$ cat config.mk
export PLATFORM = sky130hd
export DESIGN_NAME = mult_wb_arbiter
export DESIGN_NICKNAME = d
export VERILOG_FILES = /design/src/rtl/mult_wb_arbiter.sv
export SDC_FILE = /design/constraint.sdc
export NUM_CORES = 1
export LEC_CHECK = 0
export BUFFER_PORTS_ARGS = -buffer_cell sky130_fd_sc_hd__buf_4
export CAP_MARGIN = 10
export CORE_MARGIN = 2
export CORE_UTILIZATION = 61
export DETAILED_ROUTE_END_ITERATION = 7
export GPL_ROUTABILITY_DRIVEN = 0
export PLACE_DENSITY = 0.9
export SLEW_MARGIN = 20
export SYNTH_ARGS = -nofsm -noshare
export SYNTH_HDL_FRONTEND = slang
export SYNTH_SLANG_ARGS = --single-unit
$ cat constraint.sdc
create_clock -name clk -period 6.1 [get_ports clk]
set_input_delay 0.61 -clock clk [delete_from_list [all_inputs] [get_ports clk]]
set_output_delay 0.61 -clock clk [all_outputs]
set_load 0.005 [all_outputs]
$ cat src/rtl/mult_wb_arbiter.sv
// Writeback arbiter: merges multiplier results with main-pipeline writebacks onto
// one register-file write port. The main pipeline has priority; losing results are queued in order.
module mult_wb_arbiter #(
  parameter int DEPTH     = 4,
  parameter int PPL_STAGE = 3
) (
  input  logic                     clk,
  input  logic                     rst,
  input  logic                     mult_valid_i,
  input  logic [4:0]               mult_rd_addr_i,
  input  logic [31:0]              mult_data_i,
  input  logic [PPL_STAGE-1:0]     mult_busy_i,
  input  logic                     main_we_i,
  input  logic [4:0]               main_rd_addr_i,
  input  logic [31:0]              main_data_i,
  input  logic [4:0]               query_addr_i,
  output logic                     rf_we_o,
  output logic [4:0]               rf_waddr_o,
  output logic [31:0]              rf_wdata_o,
  output logic [$clog2(DEPTH):0]   fifo_count_o,
  output logic                     mult_issue_stall_o,
  output logic                     query_hit_o,
  output logic                     overflow_o
);

  localparam int AW = $clog2(DEPTH);
  localparam int CW = AW + 1;

  typedef struct packed {
    logic [4:0]  addr;
    logic [31:0] data;
  } entry_t;

  typedef enum logic [1:0] {SEL_NONE, SEL_MAIN, SEL_POP, SEL_BYP} sel_e;

  entry_t        mem_q [DEPTH];
  logic [AW-1:0] rd_ptr_q, rd_ptr_d, wr_ptr_q, wr_ptr_d;
  logic [CW-1:0] count_q, count_d;
  logic          overflow_q, overflow_d;
  logic          rf_we_q, rf_we_d;
  logic [4:0]    rf_waddr_q, rf_waddr_d;
  logic [31:0]   rf_wdata_q, rf_wdata_d;

  logic          main_eff, mult_eff, push, pop, push_ok;
  sel_e          sel;
  logic [AW-1:0] off;
  logic          hit;

  assign main_eff = main_we_i && (main_rd_addr_i != 5'd0);
  assign mult_eff = mult_valid_i && (mult_rd_addr_i != 5'd0);

  // NOTE: combinational blocks assign every output a default first so no latch is inferred.
  always_comb begin
    sel  = SEL_NONE;
    push = 1'b0;
    pop  = 1'b0;
    if (main_eff) begin
      sel  = SEL_MAIN;
      push = mult_eff;
    end else if (count_q != '0) begin
      sel  = SEL_POP;
      pop  = 1'b1;
      push = mult_eff;
    end else if (mult_eff) begin
      sel  = SEL_BYP;
    end

    // A pop in the same cycle frees the slot, so a full FIFO only drops without one.
    push_ok    = push && ((count_q != CW'(DEPTH)) || pop);
    overflow_d = overflow_q || (push && !push_ok);
    wr_ptr_d   = push_ok ? wr_ptr_q + AW'(1) : wr_ptr_q;
    rd_ptr_d   = pop ? rd_ptr_q + AW'(1) : rd_ptr_q;
    count_d    = count_q;
    if (push_ok && !pop)      count_d = count_q + CW'(1);
    else if (!push_ok && pop) count_d = count_q - CW'(1);

    rf_we_d    = 1'b1;
    rf_waddr_d = rf_waddr_q;
    rf_wdata_d = rf_wdata_q;
    unique case (sel)
      SEL_MAIN: begin rf_waddr_d = main_rd_addr_i;       rf_wdata_d = main_data_i;          end
      SEL_POP:  begin rf_waddr_d = mem_q[rd_ptr_q].addr; rf_wdata_d = mem_q[rd_ptr_q].data; end
      SEL_BYP:  begin rf_waddr_d = mult_rd_addr_i;       rf_wdata_d = mult_data_i;          end
      default:  rf_we_d = 1'b0;
    endcase
  end

  // NOTE: sequential state uses non-blocking assignments so all flops update together.
  always_ff @(posedge clk or negedge rst) begin
    if (!rst) begin
      rd_ptr_q   <= '0;
      wr_ptr_q   <= '0;
      count_q    <= '0;
      overflow_q <= 1'b0;
      rf_we_q    <= 1'b0;
      rf_waddr_q <= '0;
      rf_wdata_q <= '0;
    end else begin
      rd_ptr_q   <= rd_ptr_d;
      wr_ptr_q   <= wr_ptr_d;
      count_q    <= count_d;
      overflow_q <= overflow_d;
      rf_we_q    <= rf_we_d;
      rf_waddr_q <= rf_waddr_d;
      rf_wdata_q <= rf_wdata_d;
    end
  end

  // NOTE: storage is not reset; an entry is only observed while the occupancy count covers it.
  always_ff @(posedge clk) begin
    if (push_ok) mem_q[wr_ptr_q] <= '{addr: mult_rd_addr_i, data: mult_data_i};
  end

  always_comb begin
    hit = 1'b0;
    off = '0;
    for (int i = 0; i < DEPTH; i++) begin
      off = AW'(i) - rd_ptr_q;
      if ((CW'(off) < count_q) && (mem_q[i].addr == query_addr_i)) hit = 1'b1;
    end
    if (mult_eff && (mult_rd_addr_i == query_addr_i)) hit = 1'b1;
    if (rf_we_q && (rf_waddr_q == query_addr_i))      hit = 1'b1;
  end

  assign query_hit_o        = hit && (query_addr_i != 5'd0);
  assign mult_issue_stall_o = (int'(count_q) + $countones(mult_busy_i)) >= DEPTH;
  assign rf_we_o            = rf_we_q;
  assign rf_waddr_o         = rf_waddr_q;
  assign rf_wdata_o         = rf_wdata_q;
  assign fifo_count_o       = count_q;
  assign overflow_o         = overflow_q;

endmodule

==> out/qor.yml, run 1 <==
drc: 0
port_buffers: 129
cp-start-kind: "flop"
cts_tree: "built"
outcome: "completed"
avgSynthCellArea_um2: 15.7
fillCellCount: 734
dr.pass1.iters: 6
synth_cells: 539
synth_area_um2: 8450
final-hold-violation-count: 0
synth_top_area_cell: "edfxtp_1"
nNetsFinal: 751
viasPerCell: 6.57
num_vias: 5536
worst_ep_required_time_ns: 5.49
drt_wl_total_um: 20800
ys_warn_count: 0
synth_cell_types: 45
dpl.hpwl_um: 12200
antenna_found_initial: 1
fp.dieH_um: 122
postRouteAntennaNets: 0
pin_count: 130
final_cell_mix: "edfxtp_1 (148), buf_4 (133), dfrtp_1 (44)"
path_clk_slew_ns: 0.06
area_growth_pct: 19.0
grt_max_degree: 76
dieArea_um2: 14800
cts_buffers: 17
worstSetupPathType: "flop to output port"
clkSinkCount: 194
netlist.area_leader.share_pct: 52.6
synth_edf_count: 148
p_per_area_nw_per_um2: 453
cts_setup_buffers: 0
mostFrequentLayoutCell: "edfxtp_1"
worstSetupEndpointType: "output port"
slew_viol_final: 0
slew_headroom_pct: 27.2
leakagePower_uw: 0.00368
wire_per_inst_um: 24.7
core_area_um2: 13400
cts.path.max_buffers: 2
synth_flop_cell: "edfxtp_1"
cts_resized: 0
cts_hold_buf: 0
overflow: 0
grt_pass1_wl_um: 31900
cap_violations: 0
synth-seq-cells: 194
track_usage_pct: 29.6
synthTopCellsByArea: "edfxtp_1 (53%), dfrtp_1 (14%), mux4_2 (9.9%)"
die_x_um: 122
syn_nets: 637
layout_min_cycle_time_ns: 3.65
insertion_delay_ns: 0.43
crit_arrival_ns: 3.04
final.setup.tns_ns: 0
async_flop_share_pct: 23.7
ir_drop_uv: 242
htreeDepth: 4
final_util_pct: 75.0
cp_max_fo: 41
cts_root_buf: "clkbuf_16"
max_slew.worst_pin.slew_ns: 1.09
yosysSeqAreaShare_pct: 66.2
drive_gt1_share_pct: 31.7
hold_class: "input pin to asynchronous set/reset pin"
rsz0062_at_grt: "no"
drt-initial-drc-count: 768
initial_core_util_pct: 63.0
setup-violations-final: 0
rows: 42
max_freq_mhz: 274
skew_ns: 0.00451
fin_crit_sh_pct: 59.8
grt_pass1_vias: 5712
report_power, final:
| part | internal (uW) | total (uW) | switching, uW | leakage, uW |
|---|---|---|---|---|
| clock network | 592 | 1040 | 453 | 0.000269 |
| registers | 1780 | 2040 | 262 | 0.00187 |
| logic | 722 | 1480 | 754 | 0.00154 |
critical path, stage by stage (launching register included):
cell       delay (ns)
dfrtp_2          1.09
xor2_1           0.24
inv_1            0.08
ha_1             0.19
nor2b_1          0.13
a2111oi_0        0.39
nor4_1           0.13
a21oi_1          0.21
buf_4            0.14
area by class of cell:
class                      instances  area (um2)  share of cell area [%]
tap                              176         220                    2.19
clock inverter                     6        53.8                   0.535
clock buffer                      26         489                    4.87
multi-input combinational        299        2640                    26.2
sequential                       194        5600                    55.7
antenna                            1        2.50                  0.0249
inverter                           7        26.3                   0.261
timing repair buffer             134        1030                    10.2
flip-flops by register name (all words and copies together), names as in the netlist:
signal,cells
mem_q,148
rf_we_o,1
rf_wdata_o,32
rf_waddr_o,5
rd_ptr_q,2
fifo_count_o,3
wr_ptr_q,2
overflow_o,1
cells by family after synthesis:
logic type | count (synthesis) | share of synthesized area, %
buf+inv | 46 | 2.77
flops | 194 | 66.2
simple gates | 122 | 6.62
fa+ha+maj | 12 | 1.96
xor+xnor | 38 | 3.94
compound gates | 78 | 7.01
mux | 49 | 11.5
path summary, 6_finish.rpt:
path | start | endpoint | slack, ns | depth (start not counted)
worst max register to register | fifo_count_o[2]$_DFFE_PN0P_ | fifo_count_o[2]$_DFFE_PN0P_ | 3.27 | 9
worst max-delay path | rd_ptr_q[1]$_DFFE_PN0P_ | query_hit_o | 2.45 | 8
max in group asynchronous | rst | rd_ptr_q[1]$_DFFE_PN0P_ | 5.43 | 1
worst min register to register | rf_wdata_o[2]$_DFFE_PN0P_ | rf_wdata_o[2]$_DFFE_PN0P_ | 0.56 | 1
worst min-delay path | rst | rf_wdata_o[16]$_DFFE_PN0P_ | 0.20 | 1
min in group clk | mult_data_i[30] | mem_q[0][30]$_DFFE_PP_ | 0.38 | 1
metrics by stage:
stage	cell area (um2)	cells	hold WS [ns]	total power, uW	setup WS (ns)
finish	10100	843	0.203	4560	2.45
global route	10100	843	0.247	4740	2.27
CTS	10000	841	0.221	4540	2.47
detailed placement	9480	809	0.512	3480	2.41
global placement	9480	809	0.498	3380	2.55
floorplan	8450	539	0.314	2890	3.08
synth_stat cells (all sizes together), types with 2 or more instances:
library cell,n
edfxtp,148
dfrtp,46
nor2,43
mux4,37
nand2,31
o21ai,26
buf,24
nor3,23
o221a,21
xnor2,21
xor2,17
clkbuf,15
mux2,12
a21oi,11
a31oi,11
ha,10
inv,7
nand3,6
and2,4
nor4,3
or4,3
a2111oi,2
fa,2
nand4,2
nor2b,2
o311ai,2
or2,2
or3,2
per-layer routing:
metal	global-route usage, %	vias up	routed length (um)
met5	0	-	0
met3	6.37	65	1970
li1	-	2299	-
met2	47.7	402	10700
met1	39.4	2770	7520
met4	13.2	0	670
Note: power is estimated with default switching activity, not from simulation.
==> run 2: changes to the inputs <==
- CORE_UTILIZATION: 61 -> 57
- PLACE_DENSITY: 0.9 -> 0.85
- clock period: 6.1 -> 3.8 ns (I/O delays scaled with it)
==> run 2 against run 1 <==
Net effect: die area up 6.8%; largest cell class unchanged; largest power group unchanged; sequential cell count unchanged; combinational power up 60%; wire length down 7.5%.
==> out/qor.yml, run 2 (synthesis gave the netlist of run 1 again) <==
cp_max_fo: 21  # -49%
drive_gt1_share_pct: 32.8  # +1.2 points
worstSetupPathType: "flop to output port"
grt_pass1_wl_um: 30600  # -3.8%
placed_cell_area_um2: 9590  # +1.2%
dieArea_um2: 15800  # +6.8%
p_comb_share_pct: 32.6  # +0.2 points
max_freq_mhz: 302
initial_core_util_pct: 58.3  # -4.7 points
max_slew.worst_pin.slew_ns: 0.824  # -0.268 ns
place_inst: 824  # +1.9%
final.setup.tns_ns: 0  # unchanged
rsz0062_at_grt: "no"
dr.pass1.iters: 5  # -1
seq_power_share_pct: 43.9  # -0.8 points
setup-violations-final: 0  # unchanged
ir_drop_uv: 337  # +39%
stdcell_area_um2: 10200  # +1.1%
num_vias: 5264  # -4.9%
seqCellArea_um2: 5600  # unchanged
rows: 44  # +4.8%
hold_class: "input pin to flop"
track_usage_pct: 25.6  # -4.0 points
insertion_delay_ns: 0.44  # about the same
clkSinkCount: 194  # unchanged
skew_ns: 0.0117  # +0.00719 ns
grt_max_degree: 62  # -18%
p_per_area_nw_per_um2: 715  # +58%
cts_tree: "built"
final_util_pct: 70.2  # -4.8 points
num_antenna_cells: 0  # -1
crit_arrival_ns: 2.93  # -0.11 ns
largest_register_ffs: 148  # unchanged
cts.path.max_buffers: 2  # unchanged
cts_buffers: 17  # unchanged
drc: 0  # unchanged
fin_crit_sh_pct: 87.2
final-hold-violation-count: 0  # unchanged
antenna_found_initial: 0  # -1
slew_viol_final: 0  # unchanged
grtUsageMet3_pct: 4.76  # -1.6 points
postRouteAntennaNets: 0  # unchanged
pin_count: 130  # unchanged
viasPerCell: 6.14  # -6.5%
area_growth_pct: 20.4
multi_input_area_um2: 2640  # unchanged
final_cell_mix: "edfxtp_1 (148), buf_4 (136), dfrtp_1 (44)"
top_register: "mem_q"
worst_ep_required_time_ns: 3.42  # -2.07 ns
fp.dieH_um: 126  # +3.3%
nNetsFinal: 758  # +0.93%
slew_headroom_pct: 45.0  # +18 points
cts_setup_buffers: 0  # unchanged
leakagePower_uw: 0.00373  # +1.3%
core_area_um2: 14500  # +8.0%
dpl.hpwl_um: 12300  # +0.59%
grt_pass1_vias: 5555  # -2.7%
layout_min_cycle_time_ns: 3.31
cts_root_buf: "clkbuf_16"
cap_violations: 0  # unchanged
power.internal_uw: 5010  # +62%
die_x_um: 126  # +3.3%
drt_wl_total_um: 19200  # -7.5%
cp-start-kind: "flop"
fillCellCount: 924  # +26%
mostFrequentLayoutCell: "edfxtp_1"
outcome: "completed"
overflow: 0  # unchanged
hold_slack_ns: 0.153  # -0.0505 ns
use_met1_pct: 34.0  # -5.4 points
port_buffers: 129  # unchanged
busiest_layer: "met2"
p_switching_uw: 2260  # +54%
worstSetupEndpointType: "output port"
path_clk_slew_ns: 0.07  # about the same
wire_per_inst_um: 22.5  # -9.1%
gr-usage-met2_pct: 42.6  # -5.1 points
drt-initial-drc-count: 596  # -22%
stdcell_count: 857  # +1.7%
p_clk_share_pct: 23.5  # +0.6 points
htreeDepth: 4  # unchanged
swShare_pct: 31.1  # -1.1 points
==> run 2: changes by cell type in the layout (fill, tap and decap cells not counted), sizes merged <==
cell         previous run  this run
clkinvlp                0         2
diode                   1         0
clkbuf                 26        21
bufinv                  1         2
buf                   134       140
dlygate4sd3             0         1
clkinv                  5         7
==> run 2: power groups by stage <==
stage	clock network [uW]	registers (uW)	logic (uW)
5_1_grt	1800	3250	2570
2_1_floorplan	0	3080	1560
3_3_place_gp	0	3190	2270
6_report	1710	3190	2370
4_1_cts	1720	3190	2380
3_5_place_dp	0	3230	2350
==> run 2: path summary, 6_finish.rpt <==
check | to | from | slack [ns] | cells after the start
max | query_hit_o | rd_ptr_q[0]$_DFFE_PN0P_ | 0.49 | 8
min | mem_q[2][21]$_DFFE_PP_ | mult_data_i[21] | 0.15 | 1
max reg2reg | rf_waddr_o[2]$_DFFE_PN0P_ | rd_ptr_q[0]$_DFFE_PN0P_ | 1.17 | 5
min reg2reg | overflow_o$_DFF_PN0_ | overflow_o$_DFF_PN0_ | 0.48 | 1
max in group asynchronous | rd_ptr_q[0]$_DFFE_PN0P_ | rst | 2.80 | 2
min in group asynchronous | rf_wdata_o[13]$_DFFE_PN0P_ | rst | 0.53 | 2
==> run 2: routing by layer <==
metal / routed length, um / part of all wire, %
met2: 10000 / 52
met3: 1370 / 7.1
met5: 0 / 0
met4: 386 / 2.0
met1: 7480 / 39
==> run 2: area by class of cell <==
| class | instances | area share (%) |
|---|---|---|
| repair buffers | 141 | 10.9 |
| multi-input cells | 299 | 25.9 |
| clock inverters | 11 | 1.12 |
| clock buffers | 21 | 4.43 |
| flip-flops and latches | 194 | 55.1 |
| inverters | 7 | 0.258 |
| well taps | 184 | 2.26 |
==> run 2: per-stage QoR <==
step | setup slack [ns] | power [uW]
2_1_floorplan | 1.01 | 4640
3_3_place_gp | 1.03 | 5460
3_5_place_dp | 0.972 | 5580
4_1_cts | 0.448 | 7300
5_1_grt | 0.257 | 7610
6_report | 0.488 | 7270
==> run 2: what timing repair did <==
action	in CTS	in global routing
setup endpoints to repair	0	0
hold buffers	1	0
resized for setup	0	0
hold endpoints to repair	38	0
==> run 2: critical path, stage by stage (launching register included) <==
cell       delay, ns
dfrtp_2         0.81
xor2_1          0.26
inv_1           0.08
ha_1            0.18
nor2b_1         0.13
a2111oi_0       0.40
nor4_1          0.14
a21oi_1         0.34
buf_4           0.18
==> run 3: changes to the inputs <==
- CELL_PAD_IN_SITES_DETAIL_PLACEMENT: unset -> 1
- CELL_PAD_IN_SITES_GLOBAL_PLACEMENT: unset -> 1
- CORE_MARGIN: 2 -> 8
- CORE_UTILIZATION: 57 -> 47
- PLACE_DENSITY: 0.85 -> 0.84
==> run 3 against run 2 <==
Net effect: critical path depth increased by 1; register-to-register slack better by 0.27 ns; via count rose by 0.70%; global-route usage is 4.5 points lower; clock skew decreased by 0.0042 ns; maximum frequency increased by 11%; worst hold slack better by 0.0040 ns; highest routed layer unchanged; wire length increased by 19%.
==> out/qor.yml, run 3 (synthesis gave the netlist of run 1 again) <==
postRouteAntennaNets: 0  # unchanged
leakagePower_uw: 0.00372  # -0.14%
pin_count: 130  # unchanged
cts_setup_buffers: 0  # unchanged
dr.pass1.iters: 5  # unchanged
final-hold-violation-count: 0  # unchanged
rsz0062_at_grt: "no"
port_buffers: 129  # unchanged
wire_per_inst_um: 25.3  # +13%
drc: 0  # unchanged
layout_min_cycle_time_ns: 2.98  # -0.335 ns
slew_headroom_pct: 45.0  # about the same
area_growth_pct: 20.9
path_clk_slew_ns: 0.07  # about the same
drt-initial-drc-count: 464  # -22%
rr_startpoint: "fifo_count_o[2]$_DFFE_PN0P_"
worst_ep_required_time_ns: 3.42  # about the same
fp.dieH_um: 150  # +19%
cap_violations: 0  # unchanged
overflow: 0  # unchanged
rows: 49  # +11%
setup-violations-final: 0  # unchanged
dpl.hpwl_um: 14900  # +21%
cp_slowest_cell: "buf_4"
clkSinkCount: 194  # unchanged
cp_slowest_stage_delay_ns: 0.52  # -0.29 ns
worstSetupEndpointType: "output port"
num_vias: 5301  # +0.70%
final_cell_mix: "edfxtp_1 (148), buf_4 (137), dfrtp_1 (44)"
min-delay-start: "mult_data_i[16]"
crit_arrival_ns: 2.60  # -0.33 ns
cp_max_fo: 40  # +90%
max_freq_mhz: 336  # +11%
startpoint: "rd_ptr_q[1]$_DFFE_PN0P_"
antenna_found_initial: 0  # unchanged
cp_cell_sequence: "buf_4 -> inv_1 -> ha_1 -> a21oi_1 -> nor2_1 -> o2111a_1 -> a31oi_1 -> a21oi_1 -> buf_4"
num_antenna_cells: 0  # unchanged
dieArea_um2: 22500  # +42%
drive_gt1_share_pct: 32.8  # -0.049 points
cts_resized: 0  # unchanged
viasPerCell: 5.87  # -4.4%
grt_pass1_wl_um: 35200  # +15%
place_inst: 870  # +5.6%
cp-start-kind: "flop"
slew_viol_final: 0  # unchanged
stdcell_count: 903  # +5.4%
grt_pass1_vias: 5967  # +7.4%
cts_buffers: 17  # unchanged
cp_num_buf_inv: 3  # +1
top_register: "mem_q"
drt_wl_total_um: 22900  # +19%
nNetsFinal: 759  # +0.13%
largest_register_ffs: 148  # unchanged
final.setup.tns_ns: 0  # unchanged
cts_hold_buf: 1  # unchanged
mostFrequentLayoutCell: "edfxtp_1"
cts.path.max_buffers: 2  # unchanged
fin_crit_sh_pct: 78.4  # -8.8 points
track_usage_pct: 21.0  # -4.5 points
cts_tree: "built"
cp_top_family: "buffers and inverters"
initial_core_util_pct: 47.5  # -11 points
skew_ns: 0.00750  # -0.00420 ns
cts_root_buf: "clkbuf_16"
grt_max_degree: 47  # -24%
hold_slack_ns: 0.157  # +0.00395 ns
outcome: "completed"
core_area_um2: 17800  # +23%
insertion_delay_ns: 0.44  # about the same
ir_drop_uv: 404  # +20%
max_slew.worst_pin.slew_ns: 0.824  # +0.000663 ns
p_per_area_nw_per_um2: 719  # +0.50%
worstSetupPathType: "flop to output port"
hold_class: "input pin to flop"
die_x_um: 150  # +19%
htreeDepth: 4  # unchanged
## run 3: metrics by stage
step | utilization [%] | power [uW] | setup slack (ns) | instance area [um2]
floorplan | - | 4640 | 1.01 | 8450
global placement | 54.3 | 5550 | 0.907 | 9660
detailed placement | 54.3 | 5700 | 0.761 | 9660
CTS | 57.4 | 7400 | 0.798 | 10200
global route | 57.4 | 7700 | 0.663 | 10200
finish | 57.4 | 7340 | 0.823 | 10200
## run 3: where the power goes
group | internal, uW | leakage, uW | switching, uW
registers | 2840 | 0.00187 | 310
logic | 1200 | 0.00158 | 1320
clock network | 898 | 0.000267 | 772
## run 3: path summary, 6_finish.rpt
kind	slack, ns	cells past startpoint	to
worst max-delay path	0.82	9	query_hit_o
worst min-delay path	0.16	1	mem_q[3][16]$_DFFE_PP_
worst max register to register	1.44	4	mem_q[2][19]$_DFFE_PP_
worst min register to register	0.56	1	overflow_o$_DFF_PN0_
max in group asynchronous	2.74	2	rd_ptr_q[1]$_DFFE_PN0P_
min in group asynchronous	0.55	2	rf_wdata_o[30]$_DFFE_PN0P_
## run 3: cell type report
cell class              count  area [um2]
flip-flops and latches    194        5600
inverters                   7        26.3
multi-input cells         299        2640
well taps                 229         287
fillers                  1687        7570
clock buffers              18         429
clock inverters            14         116
repair buffers            142        1120
## run 3: worst reg2reg max path: cells and delay by family (launching register included)
| family | cells | cell delay, ns |
|---|---|---|
| AO/OA/AOI/OAI | 1 | 0.34 |
| XOR/XNOR | 1 | 0.16 |
| buffers and inverters | 1 | 0.26 |
| flip-flops | 1 | 0.68 |
| AND/OR/NAND/NOR | 1 | 0.62 |
## run 3: per-layer routing
layer | vias to the layer above | part of all wire [%] | track usage [%]
met5 | - | 0 | 0
met4 | 0 | 1.6 | 7.30
met3 | 28 | 4.5 | 3.87
met2 | 144 | 53 | 36.9
met1 | 2815 | 40 | 25.5
li1 | 2314 | - | -
